## config.mk

```make
export PLATFORM = sky130hd
export DESIGN_NAME = tbird_step_sequencer
export DESIGN_NICKNAME = d
export VERILOG_FILES = /design/src/rtl/tbird_step_sequencer.sv
export SDC_FILE = /design/constraint.sdc
export NUM_CORES = 1
export LEC_CHECK = 0
export ABC_AREA = 1
export CAP_MARGIN = 20
export CORE_MARGIN = 2
export CORE_UTILIZATION = 42
export DETAILED_ROUTE_END_ITERATION = 6
export MAX_ROUTING_LAYER = met4
export SLEW_MARGIN = 10
export SYNTH_ARGS = -nofsm -noshare
export SYNTH_HDL_FRONTEND = slang
export SYNTH_SLANG_ARGS = --single-unit
```

## constraint.sdc

```tcl
create_clock -name clk -period 2.8 [get_ports clk]
set_input_delay 0.42 -clock clk [delete_from_list [all_inputs] [get_ports clk]]
set_output_delay 0.42 -clock clk [all_outputs]
set_load 0.02 [all_outputs]
```

## src/rtl/tbird_step_sequencer.sv

```systemverilog
// Tail-light front end: synchronizes and debounces the driver switches,
// arbitrates them into a lighting mode, and paces the pattern step and dim clock.
module tbird_step_sequencer #(
  parameter int DEB_CYCLES = 4,
  parameter int STEP_DIV   = 8,
  parameter int DIM_DIV    = 2
) (
  input  logic       clk,
  input  logic       rst,
  input  logic       left_raw,
  input  logic       right_raw,
  input  logic       brk_raw,
  input  logic       hzd_raw,
  output logic       left,
  output logic       right,
  output logic       brk,
  output logic       hzd,
  output logic [1:0] mode,
  output logic       step,
  output logic       dimclk
);

  localparam int DEB_W  = $clog2(DEB_CYCLES + 1);
  localparam int STEP_W = $clog2(STEP_DIV + 1);
  localparam int DIM_W  = $clog2(DIM_DIV + 1);

  localparam logic [DEB_W-1:0]  DEB_LAST  = DEB_W'(DEB_CYCLES - 1);
  localparam logic [STEP_W-1:0] STEP_LAST = STEP_W'(STEP_DIV - 1);
  localparam logic [DIM_W-1:0]  DIM_LAST  = DIM_W'(DIM_DIV - 1);

  typedef enum logic [1:0] {
    MODE_IDLE   = 2'd0,
    MODE_TURN   = 2'd1,
    MODE_BRAKE  = 2'd2,
    MODE_HAZARD = 2'd3
  } mode_t;

  // Bit order: 0 left, 1 right, 2 brake, 3 hazard.
  logic [3:0] raw_in;
  logic [3:0] deb_lvl;

  assign raw_in = {hzd_raw, brk_raw, right_raw, left_raw};

  genvar gi;
  generate
    for (gi = 0; gi < 4; gi++) begin : g_in
      logic             sync1_q;
      logic             sync2_q;
      logic             lvl_q;
      logic             lvl_d;
      logic [DEB_W-1:0] cnt_q;
      logic [DEB_W-1:0] cnt_d;

      // The terminal count is reached on the cycle the counter would hit
      // DEB_CYCLES, so the level flips and the counter clears together.
      always_comb begin
        lvl_d = lvl_q;
        cnt_d = '0;
        if (sync2_q != lvl_q) begin
          if (cnt_q == DEB_LAST) begin
            lvl_d = sync2_q;
          end else begin
            cnt_d = cnt_q + 1'b1;
          end
        end
      end

      always_ff @(posedge clk or posedge rst) begin
        if (rst) begin
          sync1_q <= 1'b0;
          sync2_q <= 1'b0;
          lvl_q   <= 1'b0;
          cnt_q   <= '0;
        end else begin
          sync1_q <= raw_in[gi];
          sync2_q <= sync1_q;
          lvl_q   <= lvl_d;
          cnt_q   <= cnt_d;
        end
      end

      assign deb_lvl[gi] = lvl_q;
    end
  endgenerate

  mode_t mode_d;
  mode_t mode_q;
  logic  mode_chg;

  always_comb begin
    mode_d = MODE_IDLE;
    if (deb_lvl[2]) begin
      mode_d = MODE_BRAKE;
    end else if (deb_lvl[3] | (deb_lvl[0] & deb_lvl[1])) begin
      mode_d = MODE_HAZARD;
    end else if (deb_lvl[0] ^ deb_lvl[1]) begin
      mode_d = MODE_TURN;
    end
  end

  assign mode_chg = (mode_d != mode_q);

  logic [STEP_W-1:0] step_cnt_q;
  logic [STEP_W-1:0] step_cnt_d;
  logic              step_q;
  logic              step_d;

  // A mode change and a wrap on the same edge both land in the one pulse.
  always_comb begin
    step_cnt_d = step_cnt_q + 1'b1;
    step_d     = 1'b0;
    if (mode_chg || (step_cnt_q == STEP_LAST)) begin
      step_cnt_d = '0;
      step_d     = 1'b1;
    end
  end

  logic [DIM_W-1:0] dim_cnt_q;
  logic [DIM_W-1:0] dim_cnt_d;
  logic             dimclk_q;
  logic             dimclk_d;

  always_comb begin
    dim_cnt_d = dim_cnt_q + 1'b1;
    dimclk_d  = dimclk_q;
    if (dim_cnt_q == DIM_LAST) begin
      dim_cnt_d = '0;
      dimclk_d  = ~dimclk_q;
    end
  end

  always_ff @(posedge clk or posedge rst) begin
    if (rst) begin
      mode_q     <= MODE_IDLE;
      step_cnt_q <= '0;
      step_q     <= 1'b0;
      dim_cnt_q  <= '0;
      dimclk_q   <= 1'b0;
    end else begin
      mode_q     <= mode_d;
      step_cnt_q <= step_cnt_d;
      step_q     <= step_d;
      dim_cnt_q  <= dim_cnt_d;
      dimclk_q   <= dimclk_d;
    end
  end

  assign left   = deb_lvl[0];
  assign right  = deb_lvl[1];
  assign brk    = deb_lvl[2];
  assign hzd    = deb_lvl[3];
  assign mode   = mode_q;
  assign step   = step_q;
  assign dimclk = dimclk_q;

endmodule

```

Word level (Yosys, flattened, before mapping)
Cells that the tools add are included.
{"block": "op_classes", "n_bitwise": 4, "reduce_logical": 5, "eq_ne": 11, "add_sub_neg": 6, "muxes": 14}
{"cell": "2-to-1 mux 3 bit", "n": 8}
{"cell": "adder 3 x 1 -> 3 bit, second input constant", "n": 4}
{"cell": "== test 3 x 2 -> 1 bit, second input constant", "n": 4}
{"cell": "AND reduction 2 bit", "n": 4}
{"cell": "2-to-1 mux 2 bit", "n": 3}
{"cell": "adder 4 x 1 -> 4 bit, second input constant", "n": 1}
{"cell": "== test 4 x 3 -> 1 bit, second input constant", "n": 1}
{"cell": "2-to-1 mux 4 bit", "n": 1}
{"cell": "!= test 1 bit", "n": 4}
{"cell": "adder 2 x 1 -> 2 bit, second input constant", "n": 1}
{"cell": "== test 2 x 1 -> 1 bit, second input constant", "n": 1}
{"cell": "2-to-1 mux 1 bit", "n": 2}
{"cell": "!= test 2 bit", "n": 1}
{"cell": "AND 1 bit", "n": 1}
{"cell": "logical OR 1 bit", "n": 1}
{"cell": "inverter 1 bit", "n": 1}
{"cell": "bitwise OR 1 bit", "n": 1}
{"cell": "XOR 1 bit", "n": 1}
{"block": "totals", "reg_bits": 34, "output_inout_bits": 8, "in_bits": 6, "elab_cells": 61}

Depth between registers and ports, before layout
{"block": "depth", "ltp_word": 7, "mapped_depth": 8}

Worst setup path before layout
No wires, ideal clock.
{"block": "synth_path", "path_kind": "register to register", "startpoint": "reg g_in[0].lvl_q, in the netlist left", "endpoint": "reg step_cnt_q[0]", "stages_incl_launch_ff": 7, "n_path_buf": 0, "arrival_ns": 1.213, "path_slack_ns": 1.518, "period_less_slack_ns": 1.282, "required_time_ns": 2.731, "path_cell_list": "dfrtp_1 -> ha_1 -> nor2_4 -> a21oi_1 -> nor2_2 -> nand2_4 -> nor2_2"}
{"block": "synth_via", "elab_chain_len": 7}
{"element": "start: declaration", "line_no": "49", "text": "logic lvl_q;"}
{"element": "start signal: assignment", "line_no": "77", "text": "lvl_q <= lvl_d;"}
{"element": "XOR 1 bit / AND 1 bit (equally long branches)", "line_no": "96, 94"}
{"element": "2-to-1 mux 1 bit / bitwise OR 1 bit (equally long branches)", "line_no": "96, 94"}
{"element": "2-to-1 mux 2 bit (*)", "line_no": "94", "text": "end else if (deb_lvl[3] | (deb_lvl[0] & deb_lvl[1])) begin"}
{"element": "2-to-1 mux 2 bit (*)", "line_no": "92", "text": "if (deb_lvl[2]) begin"}
{"element": "!= test 2 bit (*)", "line_no": "101", "text": "assign mode_chg = (mode_d != mode_q);"}
{"element": "logical OR 1 bit (*)", "line_no": "112", "text": "if (mode_chg || (step_cnt_q == STEP_LAST)) begin"}
{"element": "2-to-1 mux 4 bit (*)", "line_no": "112"}
{"element": "named net step_cnt_d[0]", "line_no": "104", "text": "logic [STEP_W-1:0] step_cnt_d;"}
{"element": "end signal: assignment", "line_no": "141", "text": "step_cnt_q <= step_cnt_d;"}
{"element": "end: declaration", "line_no": "103", "text": "logic [STEP_W-1:0] step_cnt_q;"}
The timed path passes the listed nets; every way through them passes the cells marked *.
A chain may end at the register's enable or synchronous reset.

Worst setup path after layout
{"block": "layout_path", "startpoint": "reg g_in[3].lvl_q, in the netlist hzd", "endpoint": "out hzd"}
{"element": "start: declaration", "line_no": "49"}
{"element": "start signal: assignment", "line_no": "77"}
{"element": "end: declaration", "line_no": "17", "text": "output logic hzd,"}
No word-level cell between the ends.

==> flow_summary.toml <==
[logic_synthesis]
ys_seq_elements = 34
netlist_instances = 107
synth_xor_area_share_pct = 4.75
synth_top_family_by_area = "simple AND/OR/NAND/NOR gates"
syn_area_mm2 = 0.00129
syn_avg_cell_area_um2 = 12.1
synth_fa_ha_area_share_pct = 5.82
yosysWarnings = 0
synth_compound_area_share_pct = 0.776
synthSimpleGateAreaFrac_pct = 17.2
yosys-top-cells-area = "dfrtp_1 (66%), ha_1 (5.8%), nand2_1 (4.4%)"
yosysTopAreaCell = "dfrtp_1"
synth_nets = 119
yosys.cell_types.count = 18
yosysTopAreaCellShare_pct = 66.0
yosysSeqAreaShare_pct = 66.0
muxShareOfSynthArea_pct = 1.75

[sta]
timing.hold.ws_ns = 0.353
period_share_pct = 65.3
drv_slew = 0
max_slew.worst_pin.slew_ns = 0.423
tns_ns = 0
fin_crit_ns = 1.83
setup_viol = 0
max_slew_margin_pct = 71.8
finClkSkew_ns = 0.00363
rsz0062_at_grt = "no"
hold_violations = 0
max_freq_ghz = 0.547

[grt]
grt_pass1_vias = 783
grtUsageTotal_pct = 14.2
grt_remaining_overflow = 0
antenna_found_initial = 0
grt_pass1_wl_mm = 3.43
grt_max_degree = 35

[power]
swShare_pct = 36.4
internal_power_uw = 945
power_density_mw_per_mm2 = 982
ir_worst_vdd_mv = 0.456
p_seq_share_pct = 46.0
switchingPower_uw = 542
p_leak_nw = 0.730
combPwrFrac_pct = 37.7
p_total_mw = 1.49
pwr-share-clk_pct = 16.3

[clock_network]
cts_setup_buffers = 0
clockBufferDepth = 2
cts_tree = "built"
cts.clk_slew.worst_paths_ns = 0.09
cts.htree.levels = 2
root_buffer = "clkbuf_4"
cts_hold_buf = 0
clock-sinks = 34
clk-insertion-delay-late_ns = 0.32
cts_inserted_buffers = 5
ctsResizeCount = 0

[routing]
first_pass_iters = 4
vias = 759
drt-total-wl_mm = 1.83
drtIter0Drc = 14
via_per_inst = 4.71
detail_route.wl_per_cell_um = 11.4
route.detailed.drc = 0
drtAntennaViolNets = 0

[floorplanning]
coreArea_mm2 = 0.00298
initial_core_util_pct = 43.3
dieHeight_um = 59.4
dieArea_mm2 = 0.00353
std_cell_rows = 20
ios = 14
chipWidth_um = 59.4

[placed_design]
io_buffer_count = 13
hpwl_mm = 1.25
routabilityCongestion = 0.681

[setup_path]
critPathBufInv = 1
cp_slowest_stage_delay_ns = 0.64
crit_family = "buffers and inverters"
startpoint_type = "flop"
path_class = "reg2out"
endpoint_kind = "output port"
crit_required_ns = 2.38
worstPathArrival_ns = 1.41
cp_slowest_cell = "clkdlybuf4s50_1"
cp_max_fo = 4
crit_chain = "clkdlybuf4s50_1"

[cells_and_area]
drive_above_1_share_pct = 14.8
fin_util_pct = 50.8
syn2layout_area_growth_pct = 17.4
nNetsFinal = 140
insertedDiodeCount = 0

[run_status]
outcome = "finished clean"

[min_path]
worst_hold_path_type = "reg2reg"

[run]
maxCapViolCount = 0
cell usage in the layout (no fill, tap or decap), drive strengths merged:
master and count:
dfrtp 34, nand2 19, clkdlybuf4s50 13, inv 13
nor2 12, clkbuf 7, xnor2 6, ha 6
nor3 5, nor3b 3, nand3 3, a21oi 2
mux2 2, nand3b 1, xor2 1, buf 1
cells by family after synthesis:
group	Yosys count
adder cells (fa/ha/maj)	6
buffers and inverters	13
AND/OR/NAND/NOR	43
multiplexers	2
XOR/XNOR	7
AO/OA/AOI/OAI	2
flip-flops	34
state kept, by name, indices dropped and copies added (netlist names):
name          cells
brk               1
dim_cnt_q         2
dimclk            1
g_in.cnt_q       12
g_in.sync1_q      4
g_in.sync2_q      4
hzd               1
left              1
mode              2
right             1
step              1
step_cnt_q        4
metrics by stage:
stage	cell area, um2	setup WS [ns]	instances
final	1510	0.971	161
after global routing	1510	0.901	161
after detailed placement	1470	1.32	154
after CTS	1510	0.950	161
after floorplan	1290	1.52	107
after global placement	1470	1.34	154
Yosys cell counts:
master	number
nand3_1	3
xor2_1	1
nor2_1	6
nand3b_1	1
a21oi_1	2
ha_1	6
nor3_1	5
dfrtp_1	34
nand2_1	15
inv_1	12
xnor2_1	6
nor3b_1	3
nand2_2	3
inv_2	1
mux2_2	2
nor2_2	5
nand2_4	1
nor2_4	1
cell type report:
| cell class | count | area (um2) |
|---|---|---|
| clock buffers | 7 | 45.0 |
| inverters | 13 | 48.8 |
| flip-flops and latches | 34 | 851 |
| well taps | 33 | 41.3 |
| fillers | 267 | 1460 |
| multi-input cells | 60 | 390 |
| repair buffers | 14 | 138 |
final timing paths:
path	start	to	slack [ns]	cells after the start
max reg2reg	left	step_cnt_q[3]	1.49	8
max in group asynchronous	rst	g_in[0].cnt_q[2]	2.00	3
min in group asynchronous	rst	g_in[3].sync1_q	0.50	3
min	g_in[2].sync1_q	g_in[2].sync2_q	0.35	0
max	hzd	hzd	0.97	1
min reg2reg	g_in[2].sync1_q	g_in[2].sync2_q	0.35	0
per-layer routing:
metal | part of all wire (%) | GRT usage (%) | up-vias
li1 | - | - | 376
met5 | 0 | - | -
met1 | 45 | 17.2 | 366
met2 | 49 | 20.6 | 13
met4 | 1.7 | 8.77 | 0
met3 | 3.8 | 4.59 | 4
power groups by stage:
stage	clock, mW	sequential, mW	combinational, mW
6_report	0.242	0.684	0.560
5_1_grt	0.277	0.701	0.641
4_1_cts	0.257	0.686	0.570
3_5_place_dp	0	0.695	0.563
3_3_place_gp	0	0.684	0.547
2_1_floorplan	0	0.738	0.336
No activity file was read; power rests on OpenSTA's default activity.
